[config.mk]
export PLATFORM = sky130hd
export DESIGN_NAME = key_arbiter_flat
export DESIGN_NICKNAME = d
export VERILOG_FILES = /design/src/rtl/key_arbiter_pkg.sv /design/src/rtl/key_arbiter_if.sv /design/src/rtl/key_arbiter_debounce.sv /design/src/rtl/key_arbiter.sv /design/src/flat_wrapper.sv
export SDC_FILE = /design/constraint.sdc
export NUM_CORES = 1
export LEC_CHECK = 0
export BUFFER_PORTS_ARGS = -buffer_cell sky130_fd_sc_hd__buf_2
export CAP_MARGIN = 40
export CORE_ASPECT_RATIO = 0.8
export CORE_MARGIN = 2
export CORE_UTILIZATION = 34
export DETAILED_ROUTE_END_ITERATION = 8
export PLACE_DENSITY_LB_ADDON = 0.2
export SLEW_MARGIN = 20
export SYNTH_ARGS = -nofsm -noshare
export SYNTH_HDL_FRONTEND = slang
export SYNTH_SLANG_ARGS = --single-unit
[constraint.sdc]
create_clock -name clk -period 2.8 [get_ports clk]
set_input_delay 0.42 -clock clk [delete_from_list [all_inputs] [get_ports clk]]
set_output_delay 0.42 -clock clk [all_outputs]
set_load 0.05 [all_outputs]
[src/rtl/key_arbiter_pkg.sv]
// Shared constants, arbiter state encoding and the code-to-LED mapping for the
// key front end.
package key_arb_pkg;

  localparam int         N_KEYS    = 8;
  localparam int         CODE_W    = 3;
  localparam logic [3:0] LED_RESET = 4'b1111;

  typedef enum logic {
    IDLE  = 1'b0,
    OFFER = 1'b1
  } arb_state_e;

  function automatic logic [3:0] code_to_led(input logic [CODE_W-1:0] code);
    return 4'd14 - {1'b0, code};
  endfunction

endpackage

[src/rtl/key_arbiter_if.sv]
// Key event stream from the arbiter to whichever consumer sits downstream.
interface key_arbiter_if;
  import key_arb_pkg::*;

  // valid/ready: an event moves on a clk edge where evt_valid & evt_ready are
  // both high; once evt_valid rises, evt_valid and evt_code hold until then.
  logic              evt_valid;
  logic              evt_ready;
  logic [CODE_W-1:0] evt_code;

  modport master (output evt_valid, output evt_code, input evt_ready);
  modport slave  (input evt_valid, input evt_code, output evt_ready);

endinterface

[src/rtl/key_arbiter_debounce.sv]
// One push button: 2-flop synchroniser, tick-sampled debounce counter and a
// one-cycle press pulse when the debounced level falls.
module key_debounce #(
  parameter int DB_SAMPLES = 4
) (
  input  logic clk,
  input  logic reset,
  input  logic tick,
  input  logic key_raw,
  output logic press
);

  logic       sync_q1;
  logic       sync_q2;
  logic       stable_q;
  logic       stable_d;
  logic [3:0] cnt_q;
  logic [3:0] cnt_inc;

  assign cnt_inc = cnt_q + 4'd1;

  always_ff @(posedge clk or negedge reset) begin
    if (!reset) begin
      sync_q1 <= 1'b1;
      sync_q2 <= 1'b1;
    end else begin
      sync_q1 <= key_raw;
      sync_q2 <= sync_q1;
    end
  end

  // Any sample agreeing with the stable level restarts the run of differing samples.
  always_ff @(posedge clk or negedge reset) begin
    if (!reset) begin
      stable_q <= 1'b1;
      cnt_q    <= 4'd0;
    end else if (tick) begin
      if (sync_q2 == stable_q) begin
        cnt_q <= 4'd0;
      end else if (cnt_inc == 4'(DB_SAMPLES)) begin
        stable_q <= ~stable_q;
        cnt_q    <= 4'd0;
      end else begin
        cnt_q <= cnt_inc;
      end
    end
  end

  always_ff @(posedge clk or negedge reset) begin
    if (!reset) begin
      stable_d <= 1'b1;
    end else begin
      stable_d <= stable_q;
    end
  end

  assign press = stable_d & ~stable_q;

endmodule

[src/rtl/key_arbiter.sv]
// Eight debounced active-low keys latched as pending requests and serialised
// round-robin onto a valid/ready event stream; LEDs show the last accepted key.
module key_arbiter
  import key_arb_pkg::*;
#(
  parameter int TICK_DIV   = 2000,
  parameter int DB_SAMPLES = 4
) (
  input  logic               clk,
  input  logic               reset,
  input  logic [N_KEYS-1:0]  key,
  key_arbiter_if.master      evt,
  output logic [N_KEYS-1:0]  pending,
  output logic               dropped,
  output logic [3:0]         led,
  output arb_state_e         state_dbg
);

  localparam int TW = $clog2(TICK_DIV);

  logic [TW-1:0]     tick_cnt;
  logic              tick;
  logic [N_KEYS-1:0] press_vec;
  logic [N_KEYS-1:0] pending_q;
  logic [N_KEYS-1:0] clr_mask;
  logic              dropped_q;
  logic [3:0]        led_q;
  logic [CODE_W-1:0] ptr_q;
  logic [CODE_W-1:0] code_q;
  logic [CODE_W-1:0] grant_code;
  logic [CODE_W-1:0] idx;
  logic              grant_any;
  logic              load_grant;
  logic              accept;
  arb_state_e        state_q;
  arb_state_e        state_d;

  assign tick = (tick_cnt == TW'(TICK_DIV - 1));

  always_ff @(posedge clk or negedge reset) begin
    if (!reset) begin
      tick_cnt <= '0;
    end else if (tick) begin
      tick_cnt <= '0;
    end else begin
      tick_cnt <= tick_cnt + TW'(1);
    end
  end

  for (genvar i = 0; i < N_KEYS; i++) begin : g_key
    key_debounce #(.DB_SAMPLES(DB_SAMPLES)) u_db (
      .clk     (clk),
      .reset   (reset),
      .tick    (tick),
      .key_raw (key[i]),
      .press   (press_vec[i])
    );
  end

  // Walk downward so the smallest cyclic distance from ptr is the last hit kept.
  always_comb begin
    grant_any  = 1'b0;
    grant_code = ptr_q;
    idx        = '0;
    for (int k = N_KEYS - 1; k >= 0; k--) begin
      idx = ptr_q + CODE_W'(k);
      if (pending_q[idx]) begin
        grant_any  = 1'b1;
        grant_code = idx;
      end
    end
  end

  always_ff @(posedge clk or negedge reset) begin
    if (!reset) begin
      state_q <= IDLE;
    end else begin
      state_q <= state_d;
    end
  end

  always_comb begin
    state_d = state_q;
    case (state_q)
      IDLE:    if (grant_any) state_d = OFFER;
      OFFER:   if (evt.evt_ready) state_d = IDLE;
      default: state_d = IDLE;
    endcase
  end

  always_comb begin
    load_grant = 1'b0;
    accept     = 1'b0;
    case (state_q)
      IDLE:    load_grant = grant_any;
      OFFER:   accept     = evt.evt_ready;
      default: ;
    endcase
  end

  always_ff @(posedge clk or negedge reset) begin
    if (!reset) begin
      code_q <= '0;
      ptr_q  <= '0;
      led_q  <= LED_RESET;
    end else begin
      if (load_grant) begin
        code_q <= grant_code;
      end
      if (accept) begin
        ptr_q <= code_q + CODE_W'(1);
        led_q <= code_to_led(code_q);
      end
    end
  end

  // A press landing on the accept edge re-arms the request instead of dropping it.
  assign clr_mask = accept ? (N_KEYS'(1) << code_q) : '0;

  always_ff @(posedge clk or negedge reset) begin
    if (!reset) begin
      pending_q <= '0;
      dropped_q <= 1'b0;
    end else begin
      pending_q <= (pending_q & ~clr_mask) | press_vec;
      dropped_q <= |(press_vec & pending_q & ~clr_mask);
    end
  end

  assign evt.evt_valid = (state_q == OFFER);
  assign evt.evt_code  = code_q;
  assign pending       = pending_q;
  assign dropped       = dropped_q;
  assign led           = led_q;
  assign state_dbg     = state_q;

endmodule

[src/flat_wrapper.sv]
// flat-port wrapper written by rule: the top's interface ports become plain ports
module key_arbiter_flat import key_arb_pkg::*;
#(
  parameter int TICK_DIV   = 2000,
  parameter int DB_SAMPLES = 4
)
  (clk, reset, key, pending, dropped, led, state_dbg, evt_evt_valid, evt_evt_code, evt_evt_ready);
  key_arbiter_if evt_i ();
  input  logic clk;
  input  logic reset;
  input  logic [N_KEYS-1:0] key;
  output logic [N_KEYS-1:0] pending;
  output logic dropped;
  output logic [3:0] led;
  output arb_state_e state_dbg;
  output wire logic [$bits(evt_i.evt_valid)-1:0] evt_evt_valid;
  output wire logic [$bits(evt_i.evt_code)-1:0] evt_evt_code;
  input wire logic [$bits(evt_i.evt_ready)-1:0] evt_evt_ready;
  assign evt_evt_valid = evt_i.evt_valid;
  assign evt_evt_code = evt_i.evt_code;
  assign evt_i.evt_ready = evt_evt_ready;
  key_arbiter #(.TICK_DIV(TICK_DIV), .DB_SAMPLES(DB_SAMPLES)) u_core (.clk(clk), .reset(reset), .key(key), .evt(evt_i), .pending(pending), .dropped(dropped), .led(led), .state_dbg(state_dbg));
endmodule
# Yosys cells after proc, flatten, opt, wreduce, memory -nomap -nowiden
# Index checks and enable logic that the tools add are counted.
[word_totals] regBits=95 inputBits=11 out_inout_bits=18 wordCells=185
[op_classes] add_sub_neg=18 n_lt_le_gt_ge=8 n_eq_ne=17 n_shift=1 muxes=55 bitwise=30 n_reduce_logical=9
[ops] cell="4-bit 2-to-1 mux" n=16
[ops] cell="4-bit by 1-bit adder with 4-bit output (second input constant)" n=8
[ops] cell="4-bit by 3-bit equality test with 1-bit output (second input constant)" n=8
[ops] cell="3-bit by 4-bit < comparator with 1-bit output (second input constant)" n=8
[ops] cell="8-bit bitwise AND" n=3
[ops] cell="1-bit binary-select mux with 3-bit select" n=8
[ops] cell="3-bit 2-to-1 mux" n=8
[ops] cell="3-bit AND reduction" n=8
[ops] cell="1-bit 2-to-1 mux" n=20
[ops] cell="1-bit inverter" n=17
[ops] cell="3-bit adder (second input constant)" n=4
[ops] cell="11-bit by 1-bit adder with 11-bit output (second input constant)" n=1
[ops] cell="11-bit equality test (second input constant)" n=1
[ops] cell="11-bit 2-to-1 mux" n=1
[ops] cell="1-bit bitwise AND" n=8
[ops] cell="1-bit equality test" n=8
[ops] cell="8-bit 2-to-1 mux" n=1
[ops] cell="8-bit inverter" n=1
[ops] cell="8-bit OR" n=1
[ops] cell="8-bit OR reduction" n=1
[ops] cell="1-bit by 3-bit << shifter with 8-bit output (first input constant)" n=1
[ops] cell="3-bit by 1-bit adder with 3-bit output (second input constant)" n=2
[ops] cell="3-bit by 2-bit adder with 3-bit output (second input constant)" n=2
[ops] cell="4-bit by 3-bit subtractor with 4-bit output (first input constant)" n=1
[ops] cell="1-bit one-hot mux with 2 select lines" n=1

# Logic depth before layout (Yosys ltp)
[logic_depth] depth_word=13 ltp_mapped=12 ltp_nobuf=9

# Modules after synthesis
# A second synthesis with hierarchy kept.
[unflattened] hier_cells=528 area_unflattened_um2=5631.7
[modules_own_cells] module="key_debounce" instances=8 cells_each=36 area_each_um2=400.4 seq_area_each_um2=205.2
[modules_own_cells] module="key_arbiter" instances=1 cells_each=240 area_each_um2=2428.6 seq_area_each_um2=780.7

# Worst setup path before layout
# OpenSTA, ideal clock, no wires.
[synth_path] path_type="reg2reg" startpoint="register u_core.ptr_q[0]" endpoint="register u_core.code_q[1] (netlist: u_core.evt.evt_code[1])" setup_time_ps=133 arrival_time_ps=2870 slack_ps=-202 path_stages_with_launch=11 period_less_slack_ps=3002 path_cell_list="dfrtp_1 buf_2 inv_1 ha_1 clkbuf_1 mux4_2 or3_4 nor4_4 nor2_2 o21ai_0 o22ai_1"
[synth_between] elab_chain_cells=12 elab_cells_between_ends=40 cone_classes="add/sub: 7; mux: 33"
[synth_rtl] element="start, declared" line="key_arbiter.sv:28" rtl="logic [CODE_W-1:0] ptr_q;"
[synth_rtl] element="start signal, assigned" line="key_arbiter.sv:111" rtl="ptr_q <= code_q + CODE_W'(1);"
[synth_rtl] element="3-bit adder" line="key_arbiter.sv:66" rtl="idx = ptr_q + CODE_W'(k);"
[synth_rtl] element="1-bit binary-select mux with 3-bit select" line="key_arbiter.sv:67" rtl="if (pending_q[idx]) begin"
[synth_rtl] element="1-bit 2-to-1 mux (not written as such)" line="key_arbiter.sv:67"
[synth_rtl] element="1-bit 2-to-1 mux (8 in series)" line="key_arbiter.sv:67"
[synth_rtl] element="1-bit 2-to-1 mux" line="key_arbiter.sv:94" rtl="case (state_q)"
[synth_rtl] element="end signal, assigned" line="key_arbiter.sv:108" rtl="code_q <= grant_code;"
[synth_rtl] element="end, declared" line="key_arbiter.sv:29" rtl="logic [CODE_W-1:0] code_q;"
# Parallel ways exist; a longest one is shown, timed or not. The select of a mux whose other input is x is not followed.
# A chain may end at the register's enable or synchronous reset.

# Worst setup path after layout
[layout_path] startpoint="register u_core.ptr_q[1]" endpoint="register u_core.code_q[1] (netlist: u_core.evt.evt_code[1])"
# The elaborated chain is that of the path after synthesis.

==> metrics.yaml <==
yosysWarningCount: 0
cts_tree: "yes"
clkSinkCount: 95
synth_nets: 520
grt_max_degree: 56
arrival_ns: 2.78
slew_violations: 0
cts_buffers: 9
synth_top_family_by_area: "simple AND/OR/NAND/NOR gates"
root_buffer: "clkbuf_16"
reg2regPathDepth: 7
num-fill-cells: 1423
seqPwrFrac: 0.309
synth_edf_count: 0
area_growth_pct: 14.8
antenna_found_initial: 0
fp.coreArea_mm2: 0.0143
dieWidth_um: 140
final.setup.tns_ns: 0
endpoint_kind: "flip-flop"
clock_power_share: 0.236
synthAdderAreaFrac: 0.0575
rows: 39
layout-drive-gt1-share: 0.237
critPathMaxStageDelay_ns: 0.65
worst_slack_ns: 0.232
critical_path_required_ns: 3.01
place_ws_ns: 0.198
yosysSeqAreaShare: 0.484
nNetsFinal: 553
grt_pass1_vias: 3572
status: "finished clean"
max_cap_viol_count: 0
timing_hold_violations_final: 0
synthFlopType: "dfrtp_1"
period_minus_slack_ns: 2.57
stdcell_count: 708
detail_route.iter0.violations: 152
path_cells: "buf_4, mux4_1, mux2_2, nand2b_1, a2111o_1, a211oi_1, o22ai_1"
insertedDiodeCount: 0
avgSynthCellArea_um2: 10.3
fmax_mhz: 389
io_buffers: 28
power_w: 0.00570
finalSetupViolations: 0
fin_skew_ns: 0.00686
holdWs_ns: 0.0207
syn_inst: 486
path_max_fanout: 17
dp_hpwl_mm: 7.01
finalWirelength_mm: 10.0
gp_congestion: 0.826
synth_area_mm2: 0.00500
die_area_mm2: 0.0157
cts_buffer_depth: 2
post_drt_wl_per_cell_um: 14.2
swShare: 0.403
cp-start-kind: "flip-flop"
ir_drop_v: 0.000469
viasPerCell: 5.04
post-route-drc-count: 0
path_clk_slew_ns: 0.06
htreeDepth: 3
synth_xor_area_frac: 0.0508
timing.final.crit_share: 0.917
insertion_delay_ns: 0.34
grt_pass1_wl_mm: 17.4
hold_class: "input pin to async pin"
dp_cells: 692
synth_seq_cells: 95
synthMuxAreaShare: 0.0895
detail-route-antenna-nets: 0
p_sw_w: 0.00229
crit_slowest_cell: "mux4_1"
synth_cell_types: 47
synthArstFlopShare: 1.00
path_class: "flip-flop to flip-flop"
start_util: 0.349
grt_usage: 0.138
synthSimpleGateAreaFrac: 0.184
synth_compound_area_frac: 0.106
relSlewSlack: 0.636
overflow: 0
internal-power_w: 0.00340
vias: 3571
tightest_slew_ns: 0.541
io_pins: 29
dr.pass1.iters: 5
combPwrFrac: 0.454
p_per_area_mw_per_mm2: 992
rsz0062_at_grt: "false"
post_cts_buffers: 0
p_leak_nw: 2.56
die_y_um: 112
## placed cells by master (no fill, tap or decap), types with 5 or more instances in the layout
master and n:
a21oi_1 8, and2_1 7, buf_2 27, buf_4 9, clkbuf_16 9, dfrtp_1 58
dfstp_2 36, ha_1 23, inv_1 18, mux2_2 12, mux2i_1 8, mux4_2 8
nand2_1 79, nand2b_1 12, nand3_1 28, nand4_1 5, nor2_1 29, nor3_1 10
o21ai_0 32, o22ai_1 6, o31ai_1 12, or2_2 6, xnor2_1 13, xor2_1 16
## layout make-up
class	instances	area, um2	area share
Multi-Input combinational cell	357	2440	0.426
Sequential cell	95	2420	0.422
Clock buffer	11	253	0.0440
Timing Repair Buffer	38	243	0.0423
Tap cell	184	230	0.0401
Clock inverter	5	80.1	0.0139
Inverter	18	67.6	0.0118
## registers in the layout (all words and copies together), names as in the netlist
| register | count |
|---|---|
| u_core.evt.evt_valid | 1 |
| u_core.led | 4 |
| u_core.evt.evt_code | 3 |
| u_core.g_key.u_db.sync_q1 | 8 |
| u_core.g_key.u_db.sync_q2 | 8 |
| u_core.ptr_q | 3 |
| u_core.dropped | 1 |
| u_core.g_key.u_db.cnt_q | 32 |
| u_core.g_key.u_db.stable_q | 8 |
| u_core.tick_cnt | 11 |
| u_core.g_key.u_db.stable_d | 8 |
| u_core.pending | 8 |
## logic make-up (layout without fill, tap and decap cells)
group	count (synthesis)	in the layout
muxes	30	30
xor gates and xnor gates	29	29
buffers and inverters	34	72
AOI/OAI and AO/OA	82	82
and+or+nand+nor	193	193
adders and majority gates	23	23
DFF	95	95
## metrics by stage
step,utilization,area (um2)
final,0.400,5740
after floorplan,-,5010
after global placement,0.377,5410
after CTS,0.400,5740
after global routing,0.400,5740
after detailed placement,0.377,5410
## power by group through the flow
stage	clock network, W	logic [W]	registers (W)
after detailed placement	0	0.00256	0.00179
after floorplan	0	0.00173	0.00207
final	0.00135	0.00259	0.00176
after global placement	0	0.00257	0.00178
after global routing	0.00145	0.00283	0.00179
after CTS	0.00139	0.00257	0.00176
## final timing paths
path,end,start,slack [ns]
min in group clk,u_core.g_key[2].u_db.sync_q1,key[2],0.17
min,u_core.g_key[5].u_db.cnt_q[1],reset,0.02
min reg2reg,u_core.g_key[4].u_db.sync_q2,u_core.g_key[4].u_db.sync_q1,0.36
max reg2reg,u_core.evt.evt_code[1],u_core.ptr_q[1],0.23
max in group asynchronous,u_core.g_key[0].u_db.stable_d,reset,2.10
max,u_core.evt.evt_code[1],u_core.ptr_q[1],0.23
## critical path: cells and delay by family, from the launching register on
kind                   cells  cell delay [ns]
multiplexers               2             0.98
AO/OA/AOI/OAI              3             0.64
flip-flops                 1             0.37
buffers and inverters      1             0.24
AND/OR/NAND/NOR            1             0.20
## Yosys cell counts, drive strengths merged, types with 2 or more instances
cell / count / area (um2)
nand2b: 12 / 75.1
o211ai: 2 / 15.0
nor2: 30 / 115
and3b: 4 / 35.0
nor3: 11 / 55.1
dfstp: 36 / 946
a31oi: 4 / 25.0
a21oi: 8 / 40.0
xnor2: 13 / 114
o21ai: 33 / 169
and3: 4 / 25.0
dfrtp: 59 / 1480
mux2: 12 / 135
a22o: 4 / 35.0
o31ai: 12 / 90.1
inv: 18 / 67.6
nand2: 79 / 297
nand3: 28 / 140
nand4: 5 / 31.3
nor2b: 4 / 25.0
mux4: 10 / 233
xor2: 16 / 140
ha: 23 / 288
mux2i: 8 / 80.1
buf: 6 / 37.5
a32o: 2 / 20.0
and2: 7 / 43.8
clkbuf: 10 / 37.5
or3: 2 / 17.5
a22oi: 2 / 15.0
o22ai: 6 / 37.5
or2: 6 / 37.5
a211oi: 3 / 22.5
## repair_timing
item,in CTS,in global routing
hold endpoints to repair,0,0
resized for setup,0,1
endpoints found under the setup margin,0,1
hold buffers,0,0
## layer usage
| layer | up-vias | wire [um] | part of all wire | global-route usage |
|---|---|---|---|---|
| li1 | 1770 | - | - | - |
| met1 | 1731 | 4970 | 0.50 | 0.190 |
| met2 | 64 | 4550 | 0.45 | 0.214 |
| met3 | 6 | 435 | 0.043 | 0.0414 |
| met4 | 0 | 71 | 0.0071 | 0.0373 |
| met5 | - | 0 | 0 | 0 |
Note: power is estimated with default switching activity, not from simulation.
